File: src/rtl/lsu_arbiter.sv
// lsu_arbiter: round-robin fetch/data arbiter in front of the single UART-backed LSU
// Ports: clk/reset (sync, active-high); fetch side if_req/if_addr -> if_ready/if_rdata;
// data side d_req/d_we/d_addr/d_wdata -> d_ready/d_rdata; LSU side lsu_en/lsu_addr/lsu_wdata
// -> lsu_rdata/lsu_done; status busy, gnt_fetch (owner of current/last op), sticky timeout.
module lsu_arbiter #(
    parameter int TIMEOUT_CYCLES = 4096,
    parameter int CNT_W = 16
) (
    input  logic        clk,
    input  logic        reset,
    input  logic        if_req,
    input  logic [7:0]  if_addr,
    output logic        if_ready,
    output logic [15:0] if_rdata,
    input  logic        d_req,
    input  logic        d_we,
    input  logic [7:0]  d_addr,
    input  logic [15:0] d_wdata,
    output logic        d_ready,
    output logic [15:0] d_rdata,
    output logic [1:0]  lsu_en,
    output logic [7:0]  lsu_addr,
    output logic [15:0] lsu_wdata,
    input  logic [15:0] lsu_rdata,
    input  logic        lsu_done,
    output logic        busy,
    output logic        gnt_fetch,
    output logic        timeout
);
    typedef enum logic [1:0] {IDLE, BUSY, RESP} state_t;
    localparam logic [CNT_W-1:0] TO_VAL = CNT_W'(TIMEOUT_CYCLES);
    state_t state, state_nx;
    logic [CNT_W-1:0] wdog, wdog_nx;
    logic grant, pick_fetch;
    always_comb begin
        grant = if_req || d_req;
        // gnt_fetch doubles as last-grant: fetch wins unless data is alone or fetch went last
        pick_fetch = if_req && (!d_req || !gnt_fetch);
        wdog_nx = (wdog == '1) ? wdog : wdog + 1'b1;
        state_nx = (state == IDLE) ? (grant ? BUSY : IDLE) :
                   (state == BUSY) ? (lsu_done ? RESP : BUSY) : IDLE;
    end
    always_ff @(posedge clk) begin
        if (reset)
            state <= IDLE;
        else
            state <= state_nx;
    end
    assign busy = (state != IDLE);
    always_ff @(posedge clk) begin
        if (reset) begin
            lsu_en    <= 2'b00;
            lsu_addr  <= '0;
            lsu_wdata <= '0;
            if_ready  <= 1'b0;
            d_ready   <= 1'b0;
            if_rdata  <= '0;
            d_rdata   <= '0;
            gnt_fetch <= 1'b0;
            timeout   <= 1'b0;
            wdog      <= '0;
        end else begin
            if_ready <= 1'b0;
            d_ready  <= 1'b0;
            if (state == IDLE && grant) begin
                gnt_fetch <= pick_fetch;
                lsu_en    <= (pick_fetch || !d_we) ? 2'b01 : 2'b10;
                lsu_addr  <= pick_fetch ? if_addr : d_addr;
                lsu_wdata <= pick_fetch ? 16'h0000 : d_wdata;
                wdog      <= '0;
            end
            if (state == BUSY) begin
                wdog <= wdog_nx;
                if (TIMEOUT_CYCLES != 0 && wdog_nx == TO_VAL)
                    timeout <= 1'b1;
                if (lsu_done) begin
                    // dropping en here keeps the LSU from restarting in its flag-send state
                    lsu_en   <= 2'b00;
                    if_ready <= gnt_fetch;
                    d_ready  <= !gnt_fetch;
                    if (lsu_en == 2'b01 && gnt_fetch)
                        if_rdata <= lsu_rdata;
                    if (lsu_en == 2'b01 && !gnt_fetch)
                        d_rdata <= lsu_rdata;
                end
            end
        end
    end
endmodule

File: config.mk
export PLATFORM = sky130hd
export DESIGN_NAME = lsu_arbiter
export DESIGN_NICKNAME = d
export VERILOG_FILES = /design/src/rtl/lsu_arbiter.sv
export SDC_FILE = /design/constraint.sdc
export NUM_CORES = 1
export LEC_CHECK = 0
export BUFFER_PORTS_ARGS = -buffer_cell sky130_fd_sc_hd__buf_2
export CAP_MARGIN = 30
export CELL_PAD_IN_SITES_DETAIL_PLACEMENT = 0
export CELL_PAD_IN_SITES_GLOBAL_PLACEMENT = 1
export CORE_ASPECT_RATIO = 0.6
export CORE_UTILIZATION = 33
export DETAILED_ROUTE_END_ITERATION = 8
export GPL_TIMING_DRIVEN = 0
export HOLD_SLACK_MARGIN = 0.03
export MAX_ROUTING_LAYER = met4
export PLACE_DENSITY = 0.77
export SLEW_MARGIN = 10
export SYNTH_ARGS = -nofsm -noshare
export SYNTH_HDL_FRONTEND = slang
export SYNTH_SLANG_ARGS = --single-unit
File: constraint.sdc
create_clock -name clk -period 2.1 [get_ports clk]
set_input_delay 0 -clock clk [delete_from_list [all_inputs] [get_ports clk]]
set_output_delay 0 -clock clk [all_outputs]
set_load 0.05 [all_outputs]
== Word-level counts from Yosys, hierarchy flattened ==
Cells that the tools add are included.
W data, S select, Z words.

* Add/subtract/negate cells: 1
* Equal/unequal tests: 4
* Multiplexer cells: 13
* Bitwise operators: 2
* Reductions and logical operators: 17

{| class="wikitable"
|+ Operator list
! cell !! number
|-
| $mux W16 || 4
|-
| $add A16 B1 Y16 const B || 1
|-
| $eq A16 B13 Y1 const B || 1
|-
| $eq A16 B16 Y1 const B || 1
|-
| $mux W2 || 7
|-
| $mux W8 || 1
|-
| $reduce_and A3 Y1 || 2
|-
| $eq A2 B1 Y1 const B || 2
|-
| $logic_and A1 B1 Y1 || 4
|-
| $reduce_bool A2 Y1 || 2
|-
| $logic_not A1 Y1 || 3
|-
| $logic_or A1 B1 Y1 || 3
|-
| $reduce_or A3 Y1 || 1
|-
| $logic_not A2 Y1 || 1
|-
| $not A1 Y1 || 2
|-
| $reduce_and A2 Y1 || 1
|-
| $mux W1 || 1
|}

* Bits in registers: 80
* Input port bits: 54
* Output and inout port bits: 63
* Word-level logic and storage cells: 48

== Logic depth before layout (Yosys ltp) ==
Gate-level depths: netlist (run 1).

* Depth after elaboration: 8
* Depth in mapped cells: 8
* Mapped depth without buffers: 7

== Worst setup path after synthesis (run 1) ==
Ideal clock, no wire load.

* Kind: register to register
* From: reg wdog[0]
* To: reg timeout
* Setup time: 0.088 ns
* Arrival: 1.974 ns
* Data required time: 2.012 ns
* Setup slack: 0.038 ns
* Cell stages (with the launch flop): 8
* Buffers on the path: 0
* Clock period less this slack: 2.062 ns
* Cell sequence: dfxtp_1 ha_1 nand4_4 nor2_4 nand2_2 or3_1 a2111o_1 o32ai_2

* Cells in the longest elaborated chain, start to end: 4
* Elaborated cells on any way between the ends: 5
* Those cells by class: 1 x add/sub; 2 x eq/ne; 1 x mux; 1 x reduce/logical

{| class="wikitable"
|+ Ends and longest elaborated chain
! what !! line !! RTL
|-
| from (decl) || 33 || <nowiki>logic [CNT_W-1:0] wdog, wdog_nx;</nowiki>
|-
| from (signal assigned) || 73 || <nowiki>wdog <= wdog_nx;</nowiki>
|-
| $add A16 B1 Y16 or $eq A16 B16 Y1 (tied branches) || 39 || <nowiki>wdog_nx = (wdog == '1) ? wdog : wdog + 1'b1;</nowiki>
|-
| $mux W16 * || 39 ||
|-
| $eq A16 B13 Y1 * || 74 || <nowiki>if (TIMEOUT_CYCLES != 0 && wdog_nx == TO_VAL)</nowiki>
|-
| $reduce_and A2 Y1 (no source line) * || n/a ||
|-
| to (signal assigned) || 60 || <nowiki>timeout <= 1'b0;</nowiki>
|-
| to (signal assigned) || 75 || <nowiki>timeout <= 1'b1;</nowiki>
|-
| to (decl) || 28 || <nowiki>output logic timeout</nowiki>
|}

Every way passes the cells marked *; elsewhere a longest branch is shown, timed or not.
A chain may end at the register's enable or synchronous reset.

== Final worst setup path (run 1) ==
Same ends and word-level chain as after synthesis.

==> impl_metrics.toml, run 1 <==
[route]
wire_per_inst_um = 14.0
ant_nets = 0
drtPass1Iterations = 4
vias = 3406
drt_iter0_drc = 225
vias_per_cell = 4.90
routed_wl_mm = 9.72
drc_errors = 0

[run_status]
status = "complete, no violations"

[timing]
slew_headroom_pct = 62.2
finalSetupViolations = 0
maxSlewViolCount = 0
fmax_mhz = 495
setup_tns_ps = 0
fin_hold_ws_ps = 59.5
finClkSkew_ps = 7.12
tightestPinTransition_ps = 567
report.final.hold_viol_count = 0
fin_crit_sh_pct = 96.3
period_needed_ps = 2020

[logic_synthesis]
yosys.area.top_type_share_pct = 46.4
syn_avg_cell_area_um2 = 9.20
async_reset_ff_share_pct = 0
syn-num-nets = 430
syn_inst = 375
synth.area.top_cells = "dfxtp_1 46%, mux2i_1 12%, nor2_1 7.7%"
yosys_warnings = 0
synth_enable_flop_cells = 0
synth_sequential_area_ratio_pct = 46.4
synthFlopType = "dfxtp_1"
synth-seq-cells = 80
yosys.area.top_type = "dfxtp_1"
synth_area_um2 = 3450
synth.distinct_cells = 50

[job]
cap_violations = 0

[power]
power.net_switching_mw = 1.09
p_clk_share_pct = 43.8
finalPower_mw = 4.02
power_frac_comb_pct = 16.1
internal_power_mw = 2.93
switching_share_pct = 27.1
p_leak_nw = 2.30
power_frac_seq_pct = 40.1
ir_drop_uv = 414
power.density_nw_per_um2 = 781

[floorplan]
fp.coreArea_um2 = 10000
num_rows = 28
ioPinCount = 117
die_h_um = 81.2
die_width_um = 134
initial_core_util_pct = 34.4
die_area_um2 = 10900

[final_layout]
area_delta_synth_final_pct = 49.1
design_area_um2 = 5140
insertedDiodeCount = 0
final_cell_mix = "124 x buf_2, 78 x dfxtp_1, 68 x nor2_1"
final_util_pct = 51.3
final_common_cell = "buf_2"
multi_input_area_um2 = 1780
drive_above_1_share_pct = 30.7
ff_latch_area_um2 = 1610
fill_cells = 943
nNetsFinal = 610

[place]
io_buffers = 116
gp_congestion = 0.841
dp_hpwl_mm = 6.69
place_area_um2 = 4200

[grt]
gr-total-overflow = 0
grt_antenna_before_repair = 0
grtUsageTotal_pct = 18.8
grt_pass1_vias = 3142
grt_pass1_wl_mm = 15.5
grt_max_degree = 15

[setup_path]
path_max_fanout = 6
setup.worst_path.start_class = "register"
crit_slowest_cell = "a2111o_1"
path_cells = "ha_4 > nand4_4 > nor2_4 > nand2_2 > or3_1 > a2111o_1 > o32ai_2"
worstSetupEndpointType = "register"
critPathTopFamily = "simple AND/OR/NAND/NOR gates"
cp_data_arrival_time_ps = 2270
slowest_delay_ps = 430
worstSetupPathType = "register to register"
critPathBufInv = 0
worstPathRequired_ps = 2350

[clock_tree]
insertion_delay_ps = 340
clk_pin_slew_ps = 60
cts_sinks = 80
cts_tree = "done"
cts_buffer_depth = 2
htreeDepth = 3
numCtsBuffers = 9
cts-root-buf = "clkbuf_16"

[min_path]
holdCritPathClass = "input port to register"
==> layer usage <==
layer,up-vias,wire length [µm],GRT usage (%)
met5,-,0,-
met4,0,102,6.14
met3,8,745,5.62
met2,135,4020,26.7
met1,1565,4850,25.3
li1,1698,-,-
==> cells in the mapped netlist (all sizes together), types with 2 or more instances <==
| cell | n |
|---|---|
| mux2i | 42 |
| a21oi | 13 |
| a311oi | 8 |
| nand2 | 16 |
| clkbuf | 15 |
| o21ai | 16 |
| and3 | 4 |
| dfxtp | 80 |
| o21a | 2 |
| xnor2 | 4 |
| a211oi | 10 |
| and2 | 3 |
| a22oi | 18 |
| nor2b | 5 |
| nand3 | 9 |
| nor3 | 8 |
| a21o | 2 |
| or3 | 5 |
| buf | 12 |
| nor2 | 72 |
| nand4 | 4 |
| a31oi | 5 |
| xor2 | 2 |
| nand2b | 3 |
| inv | 2 |
==> state kept, by name, indices dropped and copies added (netlist names) <==
| name | count |
|---|---|
| lsu_wdata | 16 |
| gnt_fetch | 1 |
| wdog | 16 |
| d_ready | 1 |
| lsu_en | 2 |
| d_rdata | 16 |
| timeout | 1 |
| lsu_addr | 8 |
| state | 2 |
| if_ready | 1 |
| if_rdata | 16 |
==> worst register-to-register path, delay by kind of cell (launching register included) <==
kind            cells  cell delay [ps]
flops               1              390
compound gates      2              620
simple gates        4              750
fa+ha+maj           1              190
==> final timing paths <==
check             startpoint     endpoint  slack [ps]  cells after the start
hold reg to reg      timeout      timeout         470                      2
setup reg to reg     wdog[0]      timeout          80                      7
setup / recovery     wdog[0]      timeout          80                      7
hold / removal     d_addr[0]  lsu_addr[0]          60                      3
==> through the flow <==
stage / std cells / setup WS, ps
global placement: 626 / -323
CTS: 694 / 3.44
floorplan: 375 / 37.9
detailed placement: 626 / -327
finish: 695 / 77.8
global route: 695 / -33.3
==> power by group through the flow <==
stage	clock (mW)	combinational, mW	sequential, mW
floorplan	0	0.205	1.81
global placement	0	0.549	1.64
detailed placement	0	0.552	1.64
CTS	1.80	0.636	1.61
global route	1.87	0.698	1.62
finish	1.76	0.647	1.61
==> kinds of logic after synthesis <==
family	after synthesis	share of synthesized area, %
xor gates and xnor gates	6	1.52
adders and majority gates	1	0.363
DFF	80	46.4
and+or+nand+nor	135	19.2
buffers and inverters	29	3.88
muxes	42	12.2
AOI/OAI and AO/OA	82	16.4
==> cell type report <==
type / count / share of cell area (%)
multi-input cells: 266 / 34.7
flip-flops and latches: 80 / 31.2
repair buffers: 169 / 21.5
clock buffers: 11 / 4.92
well taps: 135 / 3.29
plain buffers: 27 / 2.51
clock inverters: 5 / 1.70
inverters: 2 / 0.146
==> repair_timing <==
item,CTS,global route
setup buffers,1,1
resized for setup,6,17
hold buffers,51,0
pin swaps,1,1
setup endpoints to repair,33,34
endpoints found under the hold margin,61,0
Power figures use the tool's default switching activity.
==> inputs of run 2 (changes only) <==
- CORE_ASPECT_RATIO: 0.6 -> 0.5
- REMOVE_ABC_BUFFERS: default -> 1
==> impl_metrics.toml, run 2 (synthesis gave the netlist of run 1 again) <==
[grt]
grt_pass1_wl_mm = 14.7
grt_antenna_before_repair = 0
gr-total-overflow = 0
grt_max_degree = 79
grt_pass1_vias = 3008
grtUsageTotal_pct = 17.7

[setup_path]
r2r_cells = 6
r2r-end = "timeout"
worstPathRequired_ps = 2350
setup.worst_path.start_class = "register"
worstSetupEndpointType = "register"
path_cells = "nand3_4 > nor2_4 > nand2_2 > or3_1 > a2111o_1 > o32ai_2"
path_max_fanout = 9
r2r_setup_slack_ps = 80
slowest_delay_ps = 550
cp_data_arrival_time_ps = 2270
crit_slowest_cell = "dfxtp_1"
worstSetupPathType = "register to register"
r2r-start = "wdog[5]"

[route]
vias_per_cell = 4.82
ant_nets = 0
wire_per_inst_um = 13.6
routed_wl_mm = 9.09
vias = 3218
drc_errors = 0
drtPass1Iterations = 5
drt_iter0_drc = 190

[timing]
setup_tns_ps = 0
report.final.hold_viol_count = 0
tightestPinTransition_ps = 801
period_needed_ps = 2020
maxSlewViolCount = 0
finalSetupViolations = 0
finClkSkew_ps = 7.66
fin_crit_sh_pct = 96.4
slew_headroom_pct = 46.6
fmax_mhz = 494
fin_ws_ps = 75.7

[power]
ir_drop_uv = 440
finalPower_mw = 3.74
power.density_nw_per_um2 = 756
p_leak_nw = 2.19

[floorplan]
fp.coreArea_um2 = 9790
die_width_um = 147
initial_core_util_pct = 35.2
num_rows = 25
die_h_um = 74.3
die_area_um2 = 10900
ioPinCount = 117

[clock_tree]
cts_sinks = 80
clk_pin_slew_ps = 70
htreeDepth = 3
cts-root-buf = "clkbuf_16"
cts_buffer_depth = 2
insertion_delay_ps = 340
cts_tree = "done"
numCtsBuffers = 9

[job]
cap_violations = 0

[final_layout]
drive_above_1_share_pct = 32.0
final_util_pct = 50.6
design_area_um2 = 4950
fill_cells = 911
final_cell_mix = "115 x buf_2, 72 x dfxtp_1, 69 x nor2_1"
final_common_cell = "buf_2"
nNetsFinal = 582
area_delta_synth_final_pct = 43.7
ff_latch_area_um2 = 1610
insertedDiodeCount = 0
multi_input_area_um2 = 1770

[place]
dp_hpwl_mm = 5.93
place_area_um2 = 4130
gp_congestion = 0.839
pre_cts_slack_ps = -227
io_buffers = 116

[min_path]
worstHoldStart = "if_req"
whs_path_depth = 3
holdCritPathClass = "input port to register"
hold_end = "state[0]"

[run_status]
status = "complete, no violations"
run 2: cell type report:
type | count | area share (%)
Clock buffer | 11 | 5.10
Inverter | 2 | 0.152
Multi-Input combinational cell | 266 | 35.7
Timing Repair Buffer | 168 | 22.2
Tap cell | 135 | 3.41
Sequential cell | 80 | 32.6
Clock inverter | 5 | 0.808
run 2: worst max path at each step:
stage | start | endpoint | slack [ps] | depth (start not counted)
6_report | wdog[5] | timeout | 80 | 6
5_1_grt | wdog[5] | timeout | -3 | 6
4_1_cts | wdog[0] | timeout | -50 | 7
3_5_place_dp | wdog[0] | timeout | -230 | 7
3_3_place_gp | state[0] | d_rdata[5] | -1710 | 6
2_1_floorplan | state[0] | d_rdata[0] | -670 | 6
run 2: power breakdown:
| group | internal (mW) | switching, mW | total [mW] |
|---|---|---|---|
| logic | 0.224 | 0.402 | 0.626 |
| registers | 1.57 | 0.0339 | 1.61 |
| clock network | 0.871 | 0.640 | 1.51 |
run 2: metrics by stage:
stage	cells	hold slack (ps)
after floorplan	348	69.1
after global placement	599	202
after detailed placement	604	200
after CTS	666	33.4
after global routing	667	48.0
final	667	39.0
run 2: metal layers:
layer / vias up / wire (µm) / track usage, %
li1: 1651 / - / -
met1: 1491 / 4270 / 20.9
met2: 56 / 4330 / 29.3
met3: 20 / 289 / 4.54
met4: 0 / 199 / 7.52
met5: - / 0 / -
run 2: worst max-delay path: cells and delay by family, from the launching register on:
family,cells,cell delay [ps]
compound gates,2,630
simple gates,4,770
flops,1,550
run 2: repair_timing:
| action | CTS | global route |
|---|---|---|
| setup endpoints to repair | 26 | 34 |
| setup buffers | 1 | 1 |
| gates cloned | 0 | 0 |
| hold endpoints to repair | 60 | 0 |
| pin swaps | 1 | 2 |
| hold buffers | 45 | 0 |
| resized for setup | 6 | 15 |
==> inputs of run 3 (changes only) <==
- SETUP_SLACK_MARGIN: default -> 0.5
==> impl_metrics.toml, run 3 (synthesis gave the netlist of run 1 again) <==
[floorplan]
die_area_um2 = 10900
initial_core_util_pct = 35.2
die_width_um = 147
die_h_um = 74.3
num_rows = 25
fp.coreArea_um2 = 9790
ioPinCount = 117

[final_layout]
multi_input_area_um2 = 1960
final_common_cell = "buf_2"
area_delta_synth_final_pct = 58.4
ff_latch_area_um2 = 1640
drive_above_1_share_pct = 41.5
fill_cells = 841
final_util_pct = 55.8
final_cell_mix = "115 x buf_2, 65 x nor2_1, 64 x dfxtp_1"
nNetsFinal = 611
insertedDiodeCount = 0
design_area_um2 = 5460

[timing]
period_needed_ps = 1910
finalSetupViolations = 0
finClkSkew_ps = 6.17
fin_crit_sh_pct = 90.9
rsz0062_at_grt = "true"
maxSlewViolCount = 0
fin_ws_ps = 191
report.final.hold_viol_count = 0
slew_headroom_pct = 43.2
tightestPinTransition_ps = 852
fmax_mhz = 524

[clock_tree]
cts_sinks = 80
htreeDepth = 3
insertion_delay_ps = 330
cts_buffer_depth = 2
numCtsBuffers = 9
clk_pin_slew_ps = 60
cts-root-buf = "clkbuf_16"
cts_tree = "done"

[setup_path]
r2r-end = "timeout"
worstSetupPathType = "register to register"
r2r-start = "wdog[1]"
worstSetupStartpoint = "wdog[1]"
path_max_fanout = 3
worstSetupEndpointType = "register"
r2r_setup_slack_ps = 190
r2r_cells = 7
worstPathRequired_ps = 2350
setup.worst_path.start_class = "register"
cp_data_arrival_time_ps = 2150

[place]
dp_hpwl_mm = 5.93
io_buffers = 116
pre_cts_slack_ps = -227
gp_congestion = 0.839
place_area_um2 = 4130

[grt]
gr-total-overflow = 0
grt_pass1_vias = 3164
grt_max_degree = 79
grt_pass1_wl_mm = 15.6
grtUsageTotal_pct = 18.7
grt_antenna_before_repair = 0

[run_status]
status = "complete, no violations"

[route]
routed_wl_mm = 10.0
drc_errors = 0
vias_per_cell = 4.89
drtPass1Iterations = 5
drt_iter0_drc = 225
wire_per_inst_um = 14.4
vias = 3400
ant_nets = 0

[power]
power_frac_seq_pct = 42.3
p_leak_nw = 2.45
p_clk_share_pct = 39.8
power_frac_comb_pct = 18.0
power.net_switching_mw = 1.10
power.density_nw_per_um2 = 694
ir_drop_uv = 428
internal_power_mw = 2.69
switching_share_pct = 29.0
finalPower_mw = 3.79

[min_path]
whs_path_depth = 3
holdCritPathClass = "input port to register"
worstHoldStart = "d_addr[4]"
hold_end = "lsu_addr[4]"

[job]
cap_violations = 0
[run 3: changes by cell type in the layout (fill, tap and decap cells not counted), sizes merged]
cell   previous run  this run
buf             123       151
nand2            16        17
[run 3: timing repair]
item                                    in CTS  in global routing
pin swaps                                    9                 25
setup buffers                               16                 13
endpoints found under the setup margin      75                 65
hold buffers                                45                  0
cloned                                       1                  1
endpoints found under the hold margin       60                  0
gates resized for setup                     45                 51
[run 3: how the worst max path moves through the flow]
stage | endpoint | cells after the start
after floorplan | d_rdata[0] | 6
after global placement | d_rdata[5] | 6
after detailed placement | timeout | 7
after CTS | timeout | 6
after global routing | timeout | 7
final | timeout | 7
[run 3: final cells by class]
class | count | area share, %
Clock buffer | 11 | 4.63
Sequential cell | 80 | 30.1
Clock inverter | 5 | 0.733
Inverter | 2 | 0.137
Tap cell | 135 | 3.09
Timing Repair Buffer | 196 | 25.4
Multi-Input combinational cell | 267 | 36.0
[run 3: per-layer routing]
metal  track usage, %  vias up  part of all wire (%)
met4             7.75        0                   2.1
met2             31.8       85                    50
met3             4.60       20                   3.8
met5                -        -                     0
met1             21.6     1584                    44
li1                 -     1711                     -
[run 3: worst max-delay path, stage by stage (launching register included)]
cell and delay, ps:
dfxtp_4 360, ha_4 150, nand4_4 110, nor2_4 170
nand2_4 60, or3_1 350, a2111o_1 440, o32ai_2 190
[run 3: stage by stage]
step	hold slack [ps]	TNS (ps)	std cells
global route	45.7	0	696
finish	36.9	0	696
detailed placement	200	-3100	604
floorplan	69.1	-16930	348
CTS	33.5	0	682
global placement	202	-76890	599
[run 3: power groups by stage]
| stage | combinational (mW) | sequential, mW | clock (mW) |
|---|---|---|---|
| after floorplan | 0.178 | 1.81 | 0 |
| after global placement | 0.535 | 1.64 | 0 |
| after detailed placement | 0.552 | 1.64 | 0 |
| after CTS | 0.656 | 1.60 | 1.55 |
| after global routing | 0.728 | 1.61 | 1.63 |
| final | 0.681 | 1.60 | 1.51 |
